**src/rtl/pk_pkg.sv**
```systemverilog
// Shared encodings and defaults for the CDE control sequencer.
// No logic: ops, status codes, FSM states and timeout defaults.
// Backpressure: n/a.
package pk_pkg;

    typedef enum logic [1:0] {
        OP_BOOT  = 2'd0,
        OP_STORE = 2'd1,
        OP_FETCH = 2'd2,
        OP_RSVD  = 2'd3
    } op_t;

    typedef enum logic [1:0] {
        ST_OK        = 2'd0,
        ST_NOT_FOUND = 2'd1,
        ST_FULL      = 2'd2,
        ST_TIMEOUT   = 2'd3
    } status_t;

    typedef enum logic [4:0] {
        IDLE, B_RD, B_WR,
        S_ACC, S_ENC, S_WE, S_LD, S_FWR, S_WEN,
        F_ACC, F_SRCH, F_RD, F_DEC, F_KEY, F_ENC, F_OUT,
        CMPL
    } state_t;

    localparam int DEF_CAM_LAT   = 18;
    localparam int DEF_FLASH_TO  = 64;
    localparam int DEF_CRYPTO_TO = 255;
    localparam int TMR_W         = 8;

endpackage

```
**src/rtl/pk_wait_timer.sv**
```systemverilog
// Loadable down-counter; expired is high while the count sits at zero.
// Latency: count is valid the cycle after load.
// Backpressure: none.
module pk_wait_timer #(
    parameter int WIDTH = 8
) (
    input  logic             clk,
    input  logic             rst,
    input  logic             load,
    input  logic [WIDTH-1:0] load_val,
    output logic             expired
);

    logic [WIDTH-1:0] cnt;

    always_ff @(posedge clk or posedge rst) begin
        if (rst) begin
            cnt <= '0;
        end else if (load) begin
            cnt <= load_val;
        end else if (cnt != '0) begin
            cnt <= cnt - 1'b1;
        end
    end

    assign expired = (cnt == '0);

endmodule

```
**src/rtl/pk_cde_seq.sv**
```systemverilog
// Control sequencer for the crypto/CAM engine: BOOT, STORE and FETCH commands.
// Latency: command dependent; done pulses one cycle after the final action.
// Backpressure: cmd_ready only in IDLE; commands offered while busy are dropped.
module pk_cde_seq
    import pk_pkg::*;
#(
    parameter int ADDR_WIDTH = 4,
    parameter int CAM_LAT    = DEF_CAM_LAT,
    parameter int FLASH_TO   = DEF_FLASH_TO,
    parameter int CRYPTO_TO  = DEF_CRYPTO_TO
) (
    input  logic                  clk,
    input  logic                  rst,
    input  logic                  cmd_valid,
    input  logic [1:0]            cmd_op,
    input  logic [ADDR_WIDTH:0]   boot_count,
    output logic                  cmd_ready,
    output logic                  done,
    output logic [1:0]            status,
    output logic [ADDR_WIDTH:0]   entry_cnt,
    output logic                  flash_rd_req,
    output logic                  flash_wr_req,
    input  logic                  flash_ack,
    output logic                  cam_start,
    output logic                  write_en,
    output logic                  boot_lood,
    output logic                  start_enc,
    output logic                  start_dec,
    output logic                  flash_or_acc_reg,
    output logic                  flash_or_acc_sel,
    output logic                  flash_acc_reg,
    output logic                  flash_pass_reg,
    output logic                  pass_enc_reg,
    output logic                  plain_reg,
    output logic                  new_old_pass_sel,
    output logic                  local_master_reg,
    output logic                  local_master_sel,
    output logic                  out_reg,
    output logic [ADDR_WIDTH-1:0] write_add,
    input  logic                  match,
    input  logic                  ready_encryption,
    input  logic                  dec_done
);

    localparam int                DEPTH       = 2**ADDR_WIDTH;
    localparam logic [ADDR_WIDTH:0] DEPTH_C   = (ADDR_WIDTH+1)'(DEPTH);
    localparam logic [TMR_W-1:0]  CAM_LAT_C   = TMR_W'(CAM_LAT);
    localparam logic [TMR_W-1:0]  FLASH_TO_C  = TMR_W'(FLASH_TO);
    localparam logic [TMR_W-1:0]  CRYPTO_TO_C = TMR_W'(CRYPTO_TO);

    state_t                state, state_nxt;
    logic                  entry;
    logic [ADDR_WIDTH:0]   idx, idx_nxt, bcnt, bcnt_nxt, ent_nxt, boot_lim;
    logic [1:0]            status_nxt;
    logic                  tmr_load, tmr_exp;
    logic [TMR_W-1:0]      tmr_val;

    // One timer serves the CAM latency count and every wait timeout; it
    // reloads on each state change so every wait starts from a clean count.
    pk_wait_timer #(.WIDTH(TMR_W)) u_timer (
        .clk      (clk),
        .rst      (rst),
        .load     (tmr_load),
        .load_val (tmr_val),
        .expired  (tmr_exp)
    );

    assign boot_lim = (boot_count > DEPTH_C) ? DEPTH_C : boot_count;

    always_comb begin
        state_nxt        = state;
        idx_nxt          = idx;
        bcnt_nxt         = bcnt;
        ent_nxt          = entry_cnt;
        status_nxt       = status;
        cmd_ready        = 1'b0;
        done             = 1'b0;
        flash_rd_req     = 1'b0;
        flash_wr_req     = 1'b0;
        cam_start        = 1'b0;
        write_en         = 1'b0;
        boot_lood        = 1'b0;
        start_enc        = 1'b0;
        start_dec        = 1'b0;
        flash_or_acc_reg = 1'b0;
        flash_or_acc_sel = 1'b0;
        flash_acc_reg    = 1'b0;
        flash_pass_reg   = 1'b0;
        pass_enc_reg     = 1'b0;
        plain_reg        = 1'b0;
        new_old_pass_sel = 1'b0;
        local_master_reg = 1'b0;
        local_master_sel = 1'b0;
        out_reg          = 1'b0;
        write_add        = '0;

        case (state)
            IDLE: begin
                cmd_ready = 1'b1;
                if (cmd_valid) begin
                    case (cmd_op)
                        OP_BOOT: begin
                            idx_nxt  = '0;
                            bcnt_nxt = boot_lim;
                            if (boot_count == '0) begin
                                ent_nxt    = '0;
                                status_nxt = ST_OK;
                                state_nxt  = CMPL;
                            end else begin
                                state_nxt  = B_RD;
                            end
                        end
                        OP_STORE: begin
                            if (entry_cnt == DEPTH_C) begin
                                status_nxt = ST_FULL;
                                state_nxt  = CMPL;
                            end else begin
                                state_nxt  = S_ACC;
                            end
                        end
                        OP_FETCH: state_nxt = F_ACC;
                        default: begin
                            status_nxt = ST_OK;
                            state_nxt  = CMPL;
                        end
                    endcase
                end
            end
            B_RD: begin
                write_add    = idx[ADDR_WIDTH-1:0];
                flash_rd_req = 1'b1;
                // An ack landing on the expiry cycle still counts as success.
                if (flash_ack) begin
                    flash_or_acc_reg = 1'b1;
                    state_nxt        = B_WR;
                end else if (tmr_exp) begin
                    status_nxt = ST_TIMEOUT;
                    state_nxt  = CMPL;
                end
            end
            B_WR: begin
                write_en  = 1'b1;
                write_add = idx[ADDR_WIDTH-1:0];
                if ((idx + 1'b1) == bcnt) begin
                    ent_nxt    = bcnt;
                    status_nxt = ST_OK;
                    state_nxt  = CMPL;
                end else begin
                    idx_nxt    = idx + 1'b1;
                    state_nxt  = B_RD;
                end
            end
            S_ACC: begin
                flash_or_acc_sel = 1'b1;
                flash_or_acc_reg = 1'b1;
                plain_reg        = 1'b1;
                local_master_reg = 1'b1;
                state_nxt        = S_ENC;
            end
            S_ENC: begin
                start_enc = 1'b1;
                state_nxt = S_WE;
            end
            S_WE: begin
                if (ready_encryption) begin
                    state_nxt = S_LD;
                end else if (tmr_exp) begin
                    status_nxt = ST_TIMEOUT;
                    state_nxt  = CMPL;
                end
            end
            S_LD: begin
                flash_pass_reg = 1'b1;
                flash_acc_reg  = 1'b1;
                state_nxt      = S_FWR;
            end
            S_FWR: begin
                write_add    = entry_cnt[ADDR_WIDTH-1:0];
                flash_wr_req = 1'b1;
                if (flash_ack) begin
                    state_nxt = S_WEN;
                end else if (tmr_exp) begin
                    status_nxt = ST_TIMEOUT;
                    state_nxt  = CMPL;
                end
            end
            S_WEN: begin
                write_en   = 1'b1;
                write_add  = entry_cnt[ADDR_WIDTH-1:0];
                ent_nxt    = entry_cnt + 1'b1;
                status_nxt = ST_OK;
                state_nxt  = CMPL;
            end
            F_ACC: begin
                flash_or_acc_sel = 1'b1;
                flash_or_acc_reg = 1'b1;
                state_nxt        = F_SRCH;
            end
            F_SRCH: begin
                cam_start = entry;
                if (tmr_exp) begin
                    if (match) begin
                        state_nxt = F_RD;
                    end else begin
                        status_nxt = ST_NOT_FOUND;
                        state_nxt  = CMPL;
                    end
                end
            end
            F_RD: begin
                boot_lood    = 1'b1;
                flash_rd_req = 1'b1;
                if (flash_ack) begin
                    pass_enc_reg = 1'b1;
                    state_nxt    = F_DEC;
                end else if (tmr_exp) begin
                    status_nxt = ST_TIMEOUT;
                    state_nxt  = CMPL;
                end
            end
            F_DEC: begin
                start_dec = entry;
                if (dec_done) begin
                    state_nxt = F_KEY;
                end else if (tmr_exp) begin
                    status_nxt = ST_TIMEOUT;
                    state_nxt  = CMPL;
                end
            end
            F_KEY: begin
                new_old_pass_sel = 1'b1;
                plain_reg        = 1'b1;
                local_master_sel = 1'b1;
                local_master_reg = 1'b1;
                state_nxt        = F_ENC;
            end
            F_ENC: begin
                start_enc = entry;
                if (ready_encryption) begin
                    state_nxt = F_OUT;
                end else if (tmr_exp) begin
                    status_nxt = ST_TIMEOUT;
                    state_nxt  = CMPL;
                end
            end
            F_OUT: begin
                out_reg    = 1'b1;
                status_nxt = ST_OK;
                state_nxt  = CMPL;
            end
            CMPL: begin
                done      = 1'b1;
                state_nxt = IDLE;
            end
            default: state_nxt = IDLE;
        endcase

        tmr_load = (state_nxt != state);
        case (state_nxt)
            F_SRCH:             tmr_val = CAM_LAT_C;
            B_RD, S_FWR, F_RD:  tmr_val = FLASH_TO_C;
            S_WE, F_DEC, F_ENC: tmr_val = CRYPTO_TO_C;
            default:            tmr_val = '0;
        endcase
    end

    always_ff @(posedge clk or posedge rst) begin
        if (rst) begin
            state     <= IDLE;
            entry     <= 1'b0;
            idx       <= '0;
            bcnt      <= '0;
            entry_cnt <= '0;
            status    <= ST_OK;
        end else begin
            state     <= state_nxt;
            entry     <= tmr_load;
            idx       <= idx_nxt;
            bcnt      <= bcnt_nxt;
            entry_cnt <= ent_nxt;
            status    <= status_nxt;
        end
    end

endmodule
```
**config.mk**
```make
export PLATFORM = sky130hd
export DESIGN_NAME = pk_cde_seq
export DESIGN_NICKNAME = d
export VERILOG_FILES = /design/src/rtl/pk_pkg.sv /design/src/rtl/pk_wait_timer.sv /design/src/rtl/pk_cde_seq.sv
export SDC_FILE = /design/constraint.sdc
export NUM_CORES = 1
export LEC_CHECK = 0
export ABC_AREA = 1
export CAP_MARGIN = 0
export CORE_AREA = 4 4 105 107
export DETAILED_ROUTE_END_ITERATION = 7
export DIE_AREA = 0 0 109 111
export RECOVER_POWER = 100
export SYNTH_ARGS = -nofsm -noshare
export SYNTH_HDL_FRONTEND = slang
export SYNTH_SLANG_ARGS = --single-unit
```
**constraint.sdc**
```tcl
create_clock -name clk -period 2.4 [get_ports clk]
set_input_delay 0.72 -clock clk [delete_from_list [all_inputs] [get_ports clk]]
set_output_delay 0.72 -clock clk [all_outputs]
set_load 0.01 [all_outputs]
```
Yosys cells after proc, flatten, opt, wreduce, memory -nomap -nowiden

Cells that the tools add are included.

Bits of input ports: 14
Output and inout port bits: 30
Bits in latches: 0
Memory bits (writable): 0
Register bits: 31
Memories kept: 0
Bits in read-only memories: 0

Multiply operators: 0
Multiplexer cells: 58
Magnitude comparators: 1
Reductions and logical operators: 24
Shifts and indexed selects: 0
Div/mod/pow operators: 0
Bitwise logic cells: 0
Eq/ne operators: 41
$add $sub $neg: 3

Operator list:

| kind                  | number |
|---|---|
| $mux W5               | 21 |
| $pmux W5 S15          | 1 |
| $eq A5 B4 Y1 const B  | 12 |
| $eq A5 B3 Y1 const B  | 6 |
| $pmux W5 S3           | 2 |
| $pmux W8 S3           | 1 |
| $mux W2               | 10 |
| $ne A2 B2 Y1 const B  | 10 |
| $mux W8               | 2 |
| $reduce_or A2 Y1      | 8 |
| $mux W1               | 15 |
| $pmux W2 S7           | 1 |
| $reduce_and A11 Y1    | 1 |
| $add A5 B1 Y5 const B | 2 |
| $eq A5 B1 Y1 const B  | 2 |
| $eq A5 B2 Y1 const B  | 2 |
| $eq A5 B5 Y1 const B  | 2 |
| $logic_not A5 Y1      | 2 |
| $pmux W5 S2           | 1 |
| $reduce_or A3 Y1      | 3 |
| $logic_not A8 Y1      | 1 |
| $pmux W4 S2           | 1 |
| $reduce_bool A8 Y1    | 1 |
| $sub A8 B1 Y8 const B | 1 |
| other kinds (16)      | 19 |

Logic depth before layout (Yosys ltp)

Depth after elaboration: 9
Depth in mapped cells: 20
Mapped depth without buffers: 20

Cells and area by module

Synthesis repeated with hierarchy kept, for this count alone.

Cells, all modules: 418
Area total of the unflattened synthesis: 2596.2 µm²

By module, submodules not included:

| module        | area each (µm²) | cells each | sequential area each (µm²) | times used |
|---|---|---|---|---|
| pk_cde_seq    | 2065.7          | 347        | 575.6                      | 1 |
| pk_wait_timer | 530.5           | 71         | 200.2                      | 1 |

Worst setup path before layout

OpenSTA, ideal clock, no wires.

Kind: input -> register
Start: input port boot_count[3]
End: register u_timer.cnt[1]
Setup slack: 276 ps
Library setup time: 117 ps
Buffers on the path: 0
Data required time: 2283 ps
Cell stages on the path: 16
Arrival: 2007 ps
Path through: nor2_1 nand3b_1 nand2_1 nand3_1 nand2_1 nand2_1 nor2_1 nand3_2 nand2_1 nand2_1 nor2_4 nand2_4 nand2_1 nand2_1 nand2_1 nand2_1

Elaborated cells on any way between the ends: 18
Classes of those cells: eq/ne (8); mux (6); reduce/logical (4)

RTL lines:

| what                                          | line                | source |
|---|---|---|
| from (decl)                                   | pk_cde_seq.sv:16    | `input logic [ADDR_WIDTH:0] boot_count,` |
| $logic_not A5 Y1 *                            | pk_cde_seq.sv:105   | `if (boot_count == '0) begin` |
| $mux W5 *                                     | pk_cde_seq.sv:105   |  |
| $pmux W5 S3 *                                 | pk_cde_seq.sv:101   | `case (cmd_op)` |
| $mux W5 *                                     | pk_cde_seq.sv:100   | `if (cmd_valid) begin` |
| $pmux W5 S15 *                                | pk_cde_seq.sv:97    | `case (state)` |
| net state_nxt[0]                              | pk_cde_seq.sv:51    | `state_t state, state_nxt;` |
| $ne A5 B5 Y1 *                                | pk_cde_seq.sv:258   | `tmr_load = (state_nxt != state);` |
| net tmr_load                                  | pk_cde_seq.sv:55    | `logic tmr_load, tmr_exp;` |
| $mux W8 or $reduce_bool A2 Y1 (tied branches) | --                  |  |
| to (signal assigned)                          | pk_wait_timer.sv:20 | `cnt <= load_val;` |
| to (signal assigned)                          | pk_wait_timer.sv:22 | `cnt <= cnt - 1'b1;` |
| to (decl)                                     | pk_wait_timer.sv:14 | `logic [WIDTH-1:0] cnt;` |

Mark *: on every way through the listed nets, which the timed path passes. The rest lies on a longest branch.
A chain may end at the register's enable or synchronous reset.

Worst setup path after layout

Start: register state[0]
End: output port cmd_ready

Cells in the longest elaborated chain, start to end: 2

RTL lines:

| what                   | line              | source |
|---|---|---|
| from (decl)            | pk_cde_seq.sv:51  |  |
| from (signal assigned) | pk_cde_seq.sv:276 | `state <= state_nxt;` |
| $logic_not A5 Y1       | pk_cde_seq.sv:97  |  |
| $mux W1                | pk_cde_seq.sv:97  |  |
| to (decl)              | pk_cde_seq.sv:17  | `output logic cmd_ready,` |

No other way between the ends.

==> results.cfg <==
[timing]
skew_ns = 0.00768
setup_viol = 0
post-route-min-period_ns = 2.36
period_share_pct = 98.4
relSlewSlack_pct = 48.1
rsz0062_at_grt = yes
fin_setup_tns_ns = 0
worst_slew_pin_slew_ns = 0.779
hold_violations = 0
maxSlewViolCount = 0
fmaxAchievable_mhz = 423
hold-worst-slack_ns = 0.518

[cts]
cts_inserted_buffers = 5
cts_tree = done
clockBufferDepth = 2
insertion_delay_ns = 0.28
clock-root-buffer = clkbuf_8
cts_sinks = 31
path_clk_slew_ns = 0.06
postCtsHoldBufs = 0
cts-htree-levels = 2

[setup_path]
path_class = flop to output port
r2r-end = u_timer.cnt[1]
r2r_start = state[1]
critPathCaptureType = output port
crit_arrival_ns = 1.64
crit_fanout = 5
ff2ff_setup_slack_ns = 0.06
crit_required_ns = 1.68
worstRegToRegCells = 20
cp-start-kind = flop

[yosys]
synth_area_per_cell_sq_um = 6.41
ys_ff_latch = 31
synth_edf_count = 0
ys_seq_area_share_pct = 31.4
synth_flop_cell = dfrtp_1
synth.net_count = 404
yosysWarnings = 0
syn_area_sq_um = 2470
postSynth.asyncResetShare_pct = 100
synth_cells = 386
synth.distinct_cells = 33

[cells_and_area]
mostFrequentLayoutCell = nand2_1
area_growth_pct = 54.9
layout_common_cells = 84 x nand2_1, 69 x buf_4, 51 x inv_1
layout-drive-gt1-share_pct = 33.9
nNetsFinal = 523
n_antenna_cell = 0
utilization_pct = 37.8
final_area_sq_um = 3830

[global_routing]
grt_pass1_wl_um = 13200
antenna_found_initial = 0
grt_pass1_vias = 2869
overflow = 0
grt_max_degree = 32
grtUsageTotal_pct = 13.3

[place]
routabilityCongestion = 0.944
dpl_cell_area_sq_um = 3490
hpwl_um = 6430
numPortBuffers = 43

[power_and_ir_drop]
p_per_area_nw_per_um2 = 1140
leakage_nw = 2.11
p_total_w = 0.00438
worst_ir_drop_vdd_mv = 0.348

[min_path]
hold_path_depth = 2
hp-class = flop to flop
hold_start = u_timer.cnt[1]
min_delay_worst_endpoint = u_timer.cnt[1]

[die]
start_util_pct = 24.4
die_area_sq_um = 12100
core_sq_um = 10100
io-pin-count = 44
die_h_um = 111
rows = 37
die_x_um = 109

[drt]
wl_per_cell_um = 12.8
antenna_left = 0
route.detailed.drc = 0
drt_first_pass_iters = 4
vias = 2942
routed_wl_um = 8210
first_iter_violations = 147
via_per_inst = 4.60

[job]
drv_cap = 0

[outcome]
status = complete, no violations
## layer usage
layer	wire [um]	GRT usage, %	up-vias
met5	0	0	-
met4	157	4.38	0
met3	561	2.91	14
met2	3950	22.2	99
met1	3540	16.9	1343
li1	-	-	1486
## power by group
part | internal (W) | switching, W | leakage [nW]
clock | 0.000193 | 0.000176 | 0.0371
combinational | 0.00132 | 0.00179 | 1.67
sequential | 0.000727 | 0.000175 | 0.400
total | 0.00224 | 0.00214 | 2.11
## worst max-delay path by stage
stage | from | endpoint | depth (start not counted)
2_1_floorplan | boot_count[3] | u_timer.cnt[1] | 16
3_3_place_gp | flash_ack | flash_or_acc_reg | 4
3_5_place_dp | boot_count[3] | u_timer.cnt[1] | 17
4_1_cts | state[2] | plain_reg | 7
5_1_grt | state[1] | u_timer.cnt[1] | 20
6_report | state[0] | cmd_ready | 5
## layout make-up
cell class              instances  area [sq um]
well taps                     136           170
inverters                      66           255
multi-input cells             285          1630
clock buffers                   6          72.6
flip-flops and latches         31           779
repair buffers                116           918
fillers                      1053          6310
## synthesized netlist by cell type, drive strengths merged (5+ instances only)
cell type / instances / share of area (%)
a21oi: 14 / 2.8
dfrtp: 31 / 31
inv: 64 / 9.7
nand2: 107 / 17
nand3: 43 / 9.7
nand4: 13 / 3.3
nor2: 54 / 9.5
nor3: 6 / 1.4
o21ai: 20 / 4.2
o22ai: 10 / 2.5
xor2: 5 / 1.8
## kinds of logic (layout without fill, tap and decap cells)
kind of cell             after synthesis  after routing  share of synthesized area [%]
AO/OA/AOI/OAI                         50             50                           11.4
adder cells (fa/ha/maj)                4              4                           2.02
AND/OR/NAND/NOR                      225            225                           41.8
flip-flops                            31             31                           31.4
XOR/XNOR                               6              6                           2.13
buffers and inverters                 70            188                           11.3
## worst max-delay path, stage by stage, from the launching register on
cell,delay (ns)
dfrtp_2,0.47
nor2_2,0.14
buf_4,0.16
nand2_1,0.11
nor2_1,0.19
dlygate4sd2_1,0.29
## flip-flops by register name, indices dropped and copies added (netlist names)
register     count
idx              5
bcnt             5
u_timer.cnt      8
state            5
entry_cnt        5
entry            1
status           2
## through the flow
stage / setup WS [ns] / instances
floorplan: 0.276 / 386
global placement: -0.331 / 620
detailed placement: -0.396 / 620
CTS: -0.151 / 634
global route: -0.0896 / 640
finish: 0.0384 / 640
## what timing repair did
action | 4_1_cts | 5_1_grt
pin swaps | 17 | 19
gates resized for setup | 66 | 69
setup endpoints to repair | 32 | 21
buffers inserted | 8 | 6
Power figures use the tool's default switching activity.
